## config.mk

```make
export PLATFORM = sky130hd
export DESIGN_NAME = irq_arbiter_flat
export DESIGN_NICKNAME = d
export VERILOG_FILES = /design/src/rtl/irq_arbiter_if.sv /design/src/rtl/irq_arbiter.sv /design/src/flat_wrapper.sv
export SDC_FILE = /design/constraint.sdc
export NUM_CORES = 1
export LEC_CHECK = 0
export CORE_MARGIN = 5
export CORE_UTILIZATION = 30
export CTS_CLUSTER_DIAMETER = 200
export DETAILED_ROUTE_END_ITERATION = 10
export GPL_TIMING_DRIVEN = 0
export PLACE_DENSITY = 0.5
export SETUP_SLACK_MARGIN = 0.1
export SLEW_MARGIN = 20
export SYNTH_ARGS = -nofsm -noshare
export SYNTH_HDL_FRONTEND = slang
export SYNTH_SLANG_ARGS = --single-unit
```

## constraint.sdc

```tcl
create_clock -name clk -period 1.8 [get_ports clk]
set_input_delay 0.36 -clock clk [delete_from_list [all_inputs] [get_ports clk]]
set_output_delay 0.36 -clock clk [all_outputs]
set_load 0.01 [all_outputs]
```

## src/rtl/irq_arbiter_if.sv

```systemverilog
// Bundle for the interrupt request/acknowledge lines and the shared MCU byte channel
// between the sources/MCU side (master) and the arbiter (slave).
interface irq_arbiter_if #(
  parameter int unsigned NSRC = 4
) ();
  logic [NSRC-1:0] src_irq;
  logic [NSRC-1:0] src_iack;
  logic            mcu_irq;
  logic            data_in_strobe;
  logic            data_in_start;
  logic [7:0]      data_in;
  logic [7:0]      data_out;

  modport master (
    output src_irq,
    output data_in_strobe,
    output data_in_start,
    output data_in,
    input  src_iack,
    input  mcu_irq,
    input  data_out
  );

  modport slave (
    input  src_irq,
    input  data_in_strobe,
    input  data_in_start,
    input  data_in,
    output src_iack,
    output mcu_irq,
    output data_out
  );
endinterface

```

## src/rtl/irq_arbiter.sv

```systemverilog
// Round-robin arbiter sharing one MCU interrupt line between NSRC level sources; the MCU
// reads the granted index over the byte channel and that read acknowledges the source.
module irq_arbiter #(
  parameter int unsigned NSRC    = 4,
  parameter int unsigned HOLDOFF = 16,
  parameter logic [7:0]  CMD     = 8'h05
) (
  input logic          clk,
  input logic          reset_n,
  irq_arbiter_if.slave bus
);

  localparam int unsigned    IdxW    = (NSRC > 1) ? $clog2(NSRC) : 1;
  localparam logic [IdxW-1:0] LastRst = IdxW'(NSRC - 1);
  localparam logic [7:0]     HoldRst = 8'(HOLDOFF);

  typedef enum logic [1:0] {
    StIdle,
    StWaitAck,
    StHoldoff
  } state_e;

  state_e          r_state, w_state_d;
  logic [NSRC-1:0] r_pend;
  logic [NSRC-1:0] r_iack, w_iack_d;
  logic [IdxW-1:0] r_grant, w_grant_d;
  logic [IdxW-1:0] r_last, w_last_d;
  logic [7:0]      r_hold_cnt, w_hold_cnt_d;
  logic            r_mcu_irq, w_mcu_irq_d;
  logic            r_ack_evt, w_ack_evt;

  logic            r_cmd_hit;
  logic [3:0]      r_byte_idx;
  logic [7:0]      r_data_out;

  logic [IdxW-1:0] w_cand, w_idx;
  logic            w_found;
  logic [2:0]      w_grant3;
  logic [7:0]      w_pend8, w_status;

  // Search starts just after the last acknowledged source and wraps back to it.
  always_comb begin
    w_cand  = '0;
    w_found = 1'b0;
    w_idx   = '0;
    for (int unsigned i = 1; i <= NSRC; i++) begin
      w_idx = IdxW'((32'(r_last) + i) % NSRC);
      if (!w_found && r_pend[w_idx]) begin
        w_cand  = w_idx;
        w_found = 1'b1;
      end
    end
  end

  always_comb begin
    w_pend8               = '0;
    w_pend8[NSRC-1:0]     = r_pend;
    w_grant3              = 3'(r_grant);
    w_status              = (r_state == StWaitAck) ? {1'b1, 4'b0000, w_grant3} : 8'h00;
  end

  // The pend-byte read of a hit command is the acknowledge, but only while a grant is live.
  assign w_ack_evt = bus.data_in_strobe && !bus.data_in_start && r_cmd_hit &&
                     (r_byte_idx == 4'd0) && (r_state == StWaitAck);

  always_comb begin
    w_state_d    = r_state;
    w_grant_d    = r_grant;
    w_last_d     = r_last;
    w_hold_cnt_d = r_hold_cnt;
    w_mcu_irq_d  = r_mcu_irq;
    w_iack_d     = '0;
    unique case (r_state)
      StIdle: begin
        w_mcu_irq_d = 1'b0;
        if (|r_pend) begin
          w_grant_d   = w_cand;
          w_mcu_irq_d = 1'b1;
          w_state_d   = StWaitAck;
        end
      end
      StWaitAck: begin
        w_mcu_irq_d = 1'b1;
        if (r_ack_evt) begin
          w_iack_d     = NSRC'(1) << r_grant;
          w_mcu_irq_d  = 1'b0;
          w_last_d     = r_grant;
          w_hold_cnt_d = HoldRst;
          w_state_d    = StHoldoff;
        end else if (!w_ack_evt && !r_pend[r_grant]) begin
          // Withdrawal; an ack arriving in the same cycle takes precedence.
          w_mcu_irq_d  = 1'b0;
          w_hold_cnt_d = HoldRst;
          w_state_d    = StHoldoff;
        end
      end
      StHoldoff: begin
        w_mcu_irq_d  = 1'b0;
        w_hold_cnt_d = r_hold_cnt - 8'd1;
        if (r_hold_cnt == 8'd1) begin
          w_state_d = StIdle;
        end
      end
      default: begin
        w_mcu_irq_d = 1'b0;
        w_state_d   = StIdle;
      end
    endcase
  end

  always_ff @(posedge clk or negedge reset_n) begin
    if (!reset_n) begin
      r_state    <= StIdle;
      r_pend     <= '0;
      r_iack     <= '0;
      r_grant    <= '0;
      r_last     <= LastRst;
      r_hold_cnt <= '0;
      r_mcu_irq  <= 1'b0;
      r_ack_evt  <= 1'b0;
    end else begin
      r_state    <= w_state_d;
      r_pend     <= bus.src_irq;
      r_iack     <= w_iack_d;
      r_grant    <= w_grant_d;
      r_last     <= w_last_d;
      r_hold_cnt <= w_hold_cnt_d;
      r_mcu_irq  <= w_mcu_irq_d;
      r_ack_evt  <= w_ack_evt;
    end
  end

  // Replies only for our own command so other slaves on the channel keep data_out.
  always_ff @(posedge clk or negedge reset_n) begin
    if (!reset_n) begin
      r_cmd_hit  <= 1'b0;
      r_byte_idx <= '0;
      r_data_out <= '0;
    end else if (bus.data_in_strobe) begin
      if (bus.data_in_start) begin
        r_cmd_hit  <= (bus.data_in == CMD);
        r_byte_idx <= '0;
        if (bus.data_in == CMD) begin
          r_data_out <= w_status;
        end
      end else if (r_cmd_hit) begin
        r_data_out <= (r_byte_idx == 4'd0) ? w_pend8 : 8'h00;
        if (r_byte_idx != 4'd15) begin
          r_byte_idx <= r_byte_idx + 4'd1;
        end
      end
    end
  end

  assign bus.src_iack = r_iack;
  assign bus.mcu_irq  = r_mcu_irq;
  assign bus.data_out = r_data_out;

endmodule
```

## src/flat_wrapper.sv

```systemverilog
// flat-port wrapper written by rule: the top's interface ports become plain ports
module irq_arbiter_flat 
#(
  parameter int unsigned NSRC    = 4,
  parameter int unsigned HOLDOFF = 16,
  parameter logic [7:0]  CMD     = 8'h05
)
  (clk, reset_n, bus_src_irq, bus_data_in_strobe, bus_data_in_start, bus_data_in, bus_src_iack, bus_mcu_irq, bus_data_out);
  irq_arbiter_if #(.NSRC(NSRC)) bus_i ();
  input logic clk;
  input logic reset_n;
  input wire logic [$bits(bus_i.src_irq)-1:0] bus_src_irq;
  input wire logic [$bits(bus_i.data_in_strobe)-1:0] bus_data_in_strobe;
  input wire logic [$bits(bus_i.data_in_start)-1:0] bus_data_in_start;
  input wire logic [$bits(bus_i.data_in)-1:0] bus_data_in;
  output wire logic [$bits(bus_i.src_iack)-1:0] bus_src_iack;
  output wire logic [$bits(bus_i.mcu_irq)-1:0] bus_mcu_irq;
  output wire logic [$bits(bus_i.data_out)-1:0] bus_data_out;
  assign bus_i.src_irq = bus_src_irq;
  assign bus_i.data_in_strobe = bus_data_in_strobe;
  assign bus_i.data_in_start = bus_data_in_start;
  assign bus_i.data_in = bus_data_in;
  assign bus_src_iack = bus_i.src_iack;
  assign bus_mcu_irq = bus_i.mcu_irq;
  assign bus_data_out = bus_i.data_out;
  irq_arbiter #(.NSRC(NSRC), .HOLDOFF(HOLDOFF), .CMD(CMD)) u_core (.clk(clk), .reset_n(reset_n), .bus(bus_i));
endmodule
```

# == After elaboration in Yosys (flattened, before gate mapping) ==
# Index checks and enable logic that the tools add are counted.
# word_totals
regBits,37
out_inout_bits,13
elab_cells,98
# op_classes
add_sub_neg,6
magnitude_cmp,5
n_eq_ne,9
shifts,1
n_mux,39
n_reduce_logical,27
# ops
operator,count
8-bit 2-to-1 mux,6
4-bit 2-to-1 mux,6
2-bit 2-to-1 mux,8
8-bit case mux with 2 select lines,1
"2-bit by 3-bit < comparator with 1-bit output, second input constant",5
1-bit 2-to-1 mux,11
1-bit binary-select mux with 2-bit select,5
3-bit AND reduction,3
"8-bit by 1-bit equality test with 1-bit output, second input constant",1
"8-bit by 3-bit equality test with 1-bit output, second input constant",1
1-bit logical AND,8
2-bit AND reduction,4
"8-bit by 1-bit subtractor with 8-bit output, second input constant",1
1-bit logical NOT,6
"2-bit by 1-bit inequality test with 1-bit output, second input constant",3
2-bit case mux with 3 select lines,1
2-bit nonzero test,3
"2-bit by 1-bit adder with 2-bit output, second input constant",2
"2-bit adder, second input constant",2
"4-bit by 1-bit adder with 4-bit output, second input constant",1
4-bit logical NOT,1
"4-bit inequality test, second input constant",1
4-bit OR reduction,1
"1-bit by 2-bit left shift with 4-bit output, first input constant",1
5 further kinds,5

# == Longest topological paths before layout ==
# depth
ltp_word,13
depth_mapped,6
ltp_nobuf,6

# == Worst setup path before layout ==
# No wires, ideal clock.
# synth_path
path_type,register -> register
from,reg u_core.r_hold_cnt[0]
to,reg u_core.r_hold_cnt[6]
setup_ns,0.078
arrival_ns,1.754
required_time_ns,1.722
setup_slack_ns,-0.032
stages_incl_launch_ff,6
n_path_buf,0
synth_period_minus_slack_ns,1.832
cell_sequence,dfrtp_1 > inv_1 > ha_1 > or3b_2 > or4_2 > o2bb2ai_1
# synth_via
elab_chain_len,2
# synth_lines
item,line_no,rtl
start: declaration,irq_arbiter.sv:28,"logic [7:0] r_hold_cnt, w_hold_cnt_d;"
start signal: assignment,irq_arbiter.sv:127,r_hold_cnt <= w_hold_cnt_d;
8-bit by 1-bit subtractor with 8-bit output,irq_arbiter.sv:99,w_hold_cnt_d = r_hold_cnt - 8'd1;
8-bit case mux with 2 select lines,irq_arbiter.sv:73,unique case (r_state)
# Every way passes these cells.
# A chain may end at the register's enable or synchronous reset.

# == Worst setup path after layout ==
# layout_path
from,reg u_core.r_hold_cnt[6]
to,reg u_core.r_state[1]
# layout_via
elab_chain_len,3
# layout_lines
item,line_no,rtl
8-bit by 1-bit equality test with 1-bit output,irq_arbiter.sv:100,if (r_hold_cnt == 8'd1) begin
2-bit by 1-bit inequality test with 1-bit output (no source line),-,
3-bit AND reduction (no source line),-,
end signal: assignment,irq_arbiter.sv:113,r_state <= StIdle;
end signal: assignment,irq_arbiter.sv:122,r_state <= w_state_d;
end: declaration,irq_arbiter.sv:23,"state_e r_state, w_state_d;"
# Every way passes these cells.

==> results.toml <==
[critical_path]
cp-start-kind = "register"
crit_chain = "or4_4 > nor4b_4 > o221ai_2 > mux2_1"
cpPeakStageDelay_ns = 0.56
r2r_slack_ns = 0.03
cp.required_ns = 1.97
worstSetupPathType = "register to register"
critPathMaxFanout = 2
startpoint = "u_core.r_hold_cnt[6]"
cp-end-kind = "register"
worstReg2RegStart = "u_core.r_hold_cnt[6]"
cp_slowest_cell = "or4_4"
cp_data_arrival_time_ns = 1.94

[synthesis]
synthArstFlopShare_pct = 100.0
ys_ff_latch = 34
synth_cells = 168
synth.distinct_cells = 54
yosysWarnings = 0
synth_edf_count = 0
avgSynthCellArea_um2 = 10.60
synth_area_um2 = 1780
ys.flop_type = "dfrtp_1"
ys_seq_area_share_pct = 47.93

[clock_tree]
cts-buffers-inserted = 5
clk_pin_slew_worst_paths_ns = 0.07
cts-root-buf = "clkbuf_8"
cts_tree = "done"
cts_buffer_depth = 2
clock-sinks = 34
cts_max_level = 2
clk_latency_ns = 0.28

[sta]
setup_tns_ns = 0
fin_ws_ns = 0.03233
report.final.hold_viol_count = 0
drv_slew = 0
max_freq_mhz = 565.7
setup_viol = 0
finClkSkew_ns = 0.005636
fin_crit_sh_pct = 98.20
grt_setup_unrepaired = "true"
period_needed_ns = 1.768
holdWs_ns = 0.4432

[placed_design]
place.gp.congestion = 0.7368
dp_hpwl_mm = 2.753
port_buffers = 23
post-place-ws_ns = -0.2893
placed_cell_area_um2 = 2150

[routing]
drt_iter0_drc = 66
routed_wl_mm = 4.238
ant_nets = 0
vias = 1475
drc = 0
via_per_inst = 4.950
wl_per_cell_um = 14.22
drt_pass1_iterations = 4

[global_route]
overflow = 0
grt_max_degree = 23
antenna_found_initial = 0
grt.total_usage_pct = 11.54
grt_first_pass_wirelength_mm = 6.913
grt_pass1_vias = 1409

[finish]
mostFrequentLayoutCells = "dfrtp_1 (30), nand2_1 (23), buf_4 (22), clkdlybuf4s50_1 (22), inv_1 (10)"
fin_nets = 246
drive_gt1_share_pct = 28.70
syn_to_final_growth_pct = 39.71
post-route-cell-area_um2 = 2487
diodes = 0
final_common_cell = "dfrtp_1"

[hold_path]
min-delay-start = "bus_data_in_start"
hp-class = "input port to register"

[die]
core_area_um2 = 5851
ios = 29
fp.dieArea_um2 = 7576
die_y_um = 87.04
start_util_pct = 30.43
placementRows = 28
die_w_um = 87.04

[run_status]
outcome = "finished, final reports clean"

[pwr]
peakVddDrop_uv = 627.9
power_mw = 2.855
powerDensity_nw_per_um2 = 1148
power_leakage_nw = 1.088

[job]
cap_violations = 0
-- power by group --
part / leakage (nW) / switching [mW] / total (mW) / internal (mW)
clock: 0.0450 / 0.284 / 0.553 / 0.268
sequential: 0.439 / 0.113 / 0.989 / 0.876
combinational: 0.604 / 0.652 / 1.31 / 0.662
-- path summary, 6_finish.rpt --
check | depth (start not counted) | end
worst max register to register | 4 | u_core.r_state[1]
worst min-delay path | 3 | u_core.r_cmd_hit
min in group asynchronous | 2 | u_core.r_byte_idx[2]
worst min register to register | 1 | u_core.bus.data_out[7]
worst max-delay path | 4 | u_core.r_state[1]
max in group asynchronous | 3 | u_core.r_last[0]
-- cell usage after synthesis, types with 2 or more instances --
library cell   n  area share (%)
nand3_1        2            0.56
inv_1         12             2.5
o2bb2ai_1      3             1.5
mux2_1         2             1.3
dfstp_2        2             3.0
and3b_1        2            0.98
nor4_1         3             1.1
a221o_1        2             1.1
mux2i_1        3             1.7
buf_2          2            0.56
dfrtp_1       32              45
nand2_1       23             4.8
nor2_1         5             1.1
a21o_1         2            0.84
o21ai_0        8             2.2
o221ai_1       2            0.98
buf_4          3             1.3
o211ai_1       5             2.1
nand2b_1       5             1.8
nor3_1         5             1.4
ha_1           8             5.6
a21oi_1        5             1.4
-- critical path: cells and delay by family, from the launching register on --
kind	cells	cell delay, ns
and+or+nand+nor	2	0.80
DFF	1	0.38
AOI/OAI and AO/OA	1	0.14
muxes	1	0.32
-- cell families after synthesis --
kind of cell,after synthesis,synth area share [%]
simple gates,59,18.84
compound gates,41,17.99
other cells,1,0.2106
fa+ha+maj,8,5.622
buf+inv,18,4.567
mux,7,4.849
flops,34,47.93
-- per-layer routing --
layer  track usage [%]  up-vias  wire (um)
li1                  -      720          -
met1             16.33      704       1921
met2             17.25       45       1986
met3             3.122        6        285
met4             3.258        0         44
met5                 0        -          0
-- stage by stage --
step                      util (%)  cells
final                        42.52    298
after global routing         42.52    298
after CTS                    40.72    293
after detailed placement     36.74    269
after global placement       36.36    268
after floorplan                  -    170
-- sequential cells by signal (all words and copies together) (netlist names) --
name / count
u_core.r_last: 2
u_core.bus.src_iack: 4
u_core.r_hold_cnt: 8
u_core.r_state: 2
u_core.r_cmd_hit: 1
u_core.bus.data_out: 5
u_core.bus.mcu_irq: 1
u_core.r_ack_evt: 1
u_core.r_grant: 2
u_core.r_pend: 4
u_core.r_byte_idx: 4
-- layout make-up --
cell class              instances  area (um2)
inverters                      12       45.04
fillers                       571        3363
flip-flops and latches         34       855.8
plain buffers                   6       36.28
clock buffers                   6       72.57
clock inverters                 2       10.01
multi-input cells             118       957.2
repair buffers                 45       416.7
well taps                      75       93.84
-- what timing repair did --
action,in CTS,in global routing
hold buffers,1,0
endpoints found under the setup margin,12,14
hold endpoints to repair,12,0
pin swaps,4,5
buffers inserted,15,5
resized for setup,8,13
(Power assumes the default switching activity.)
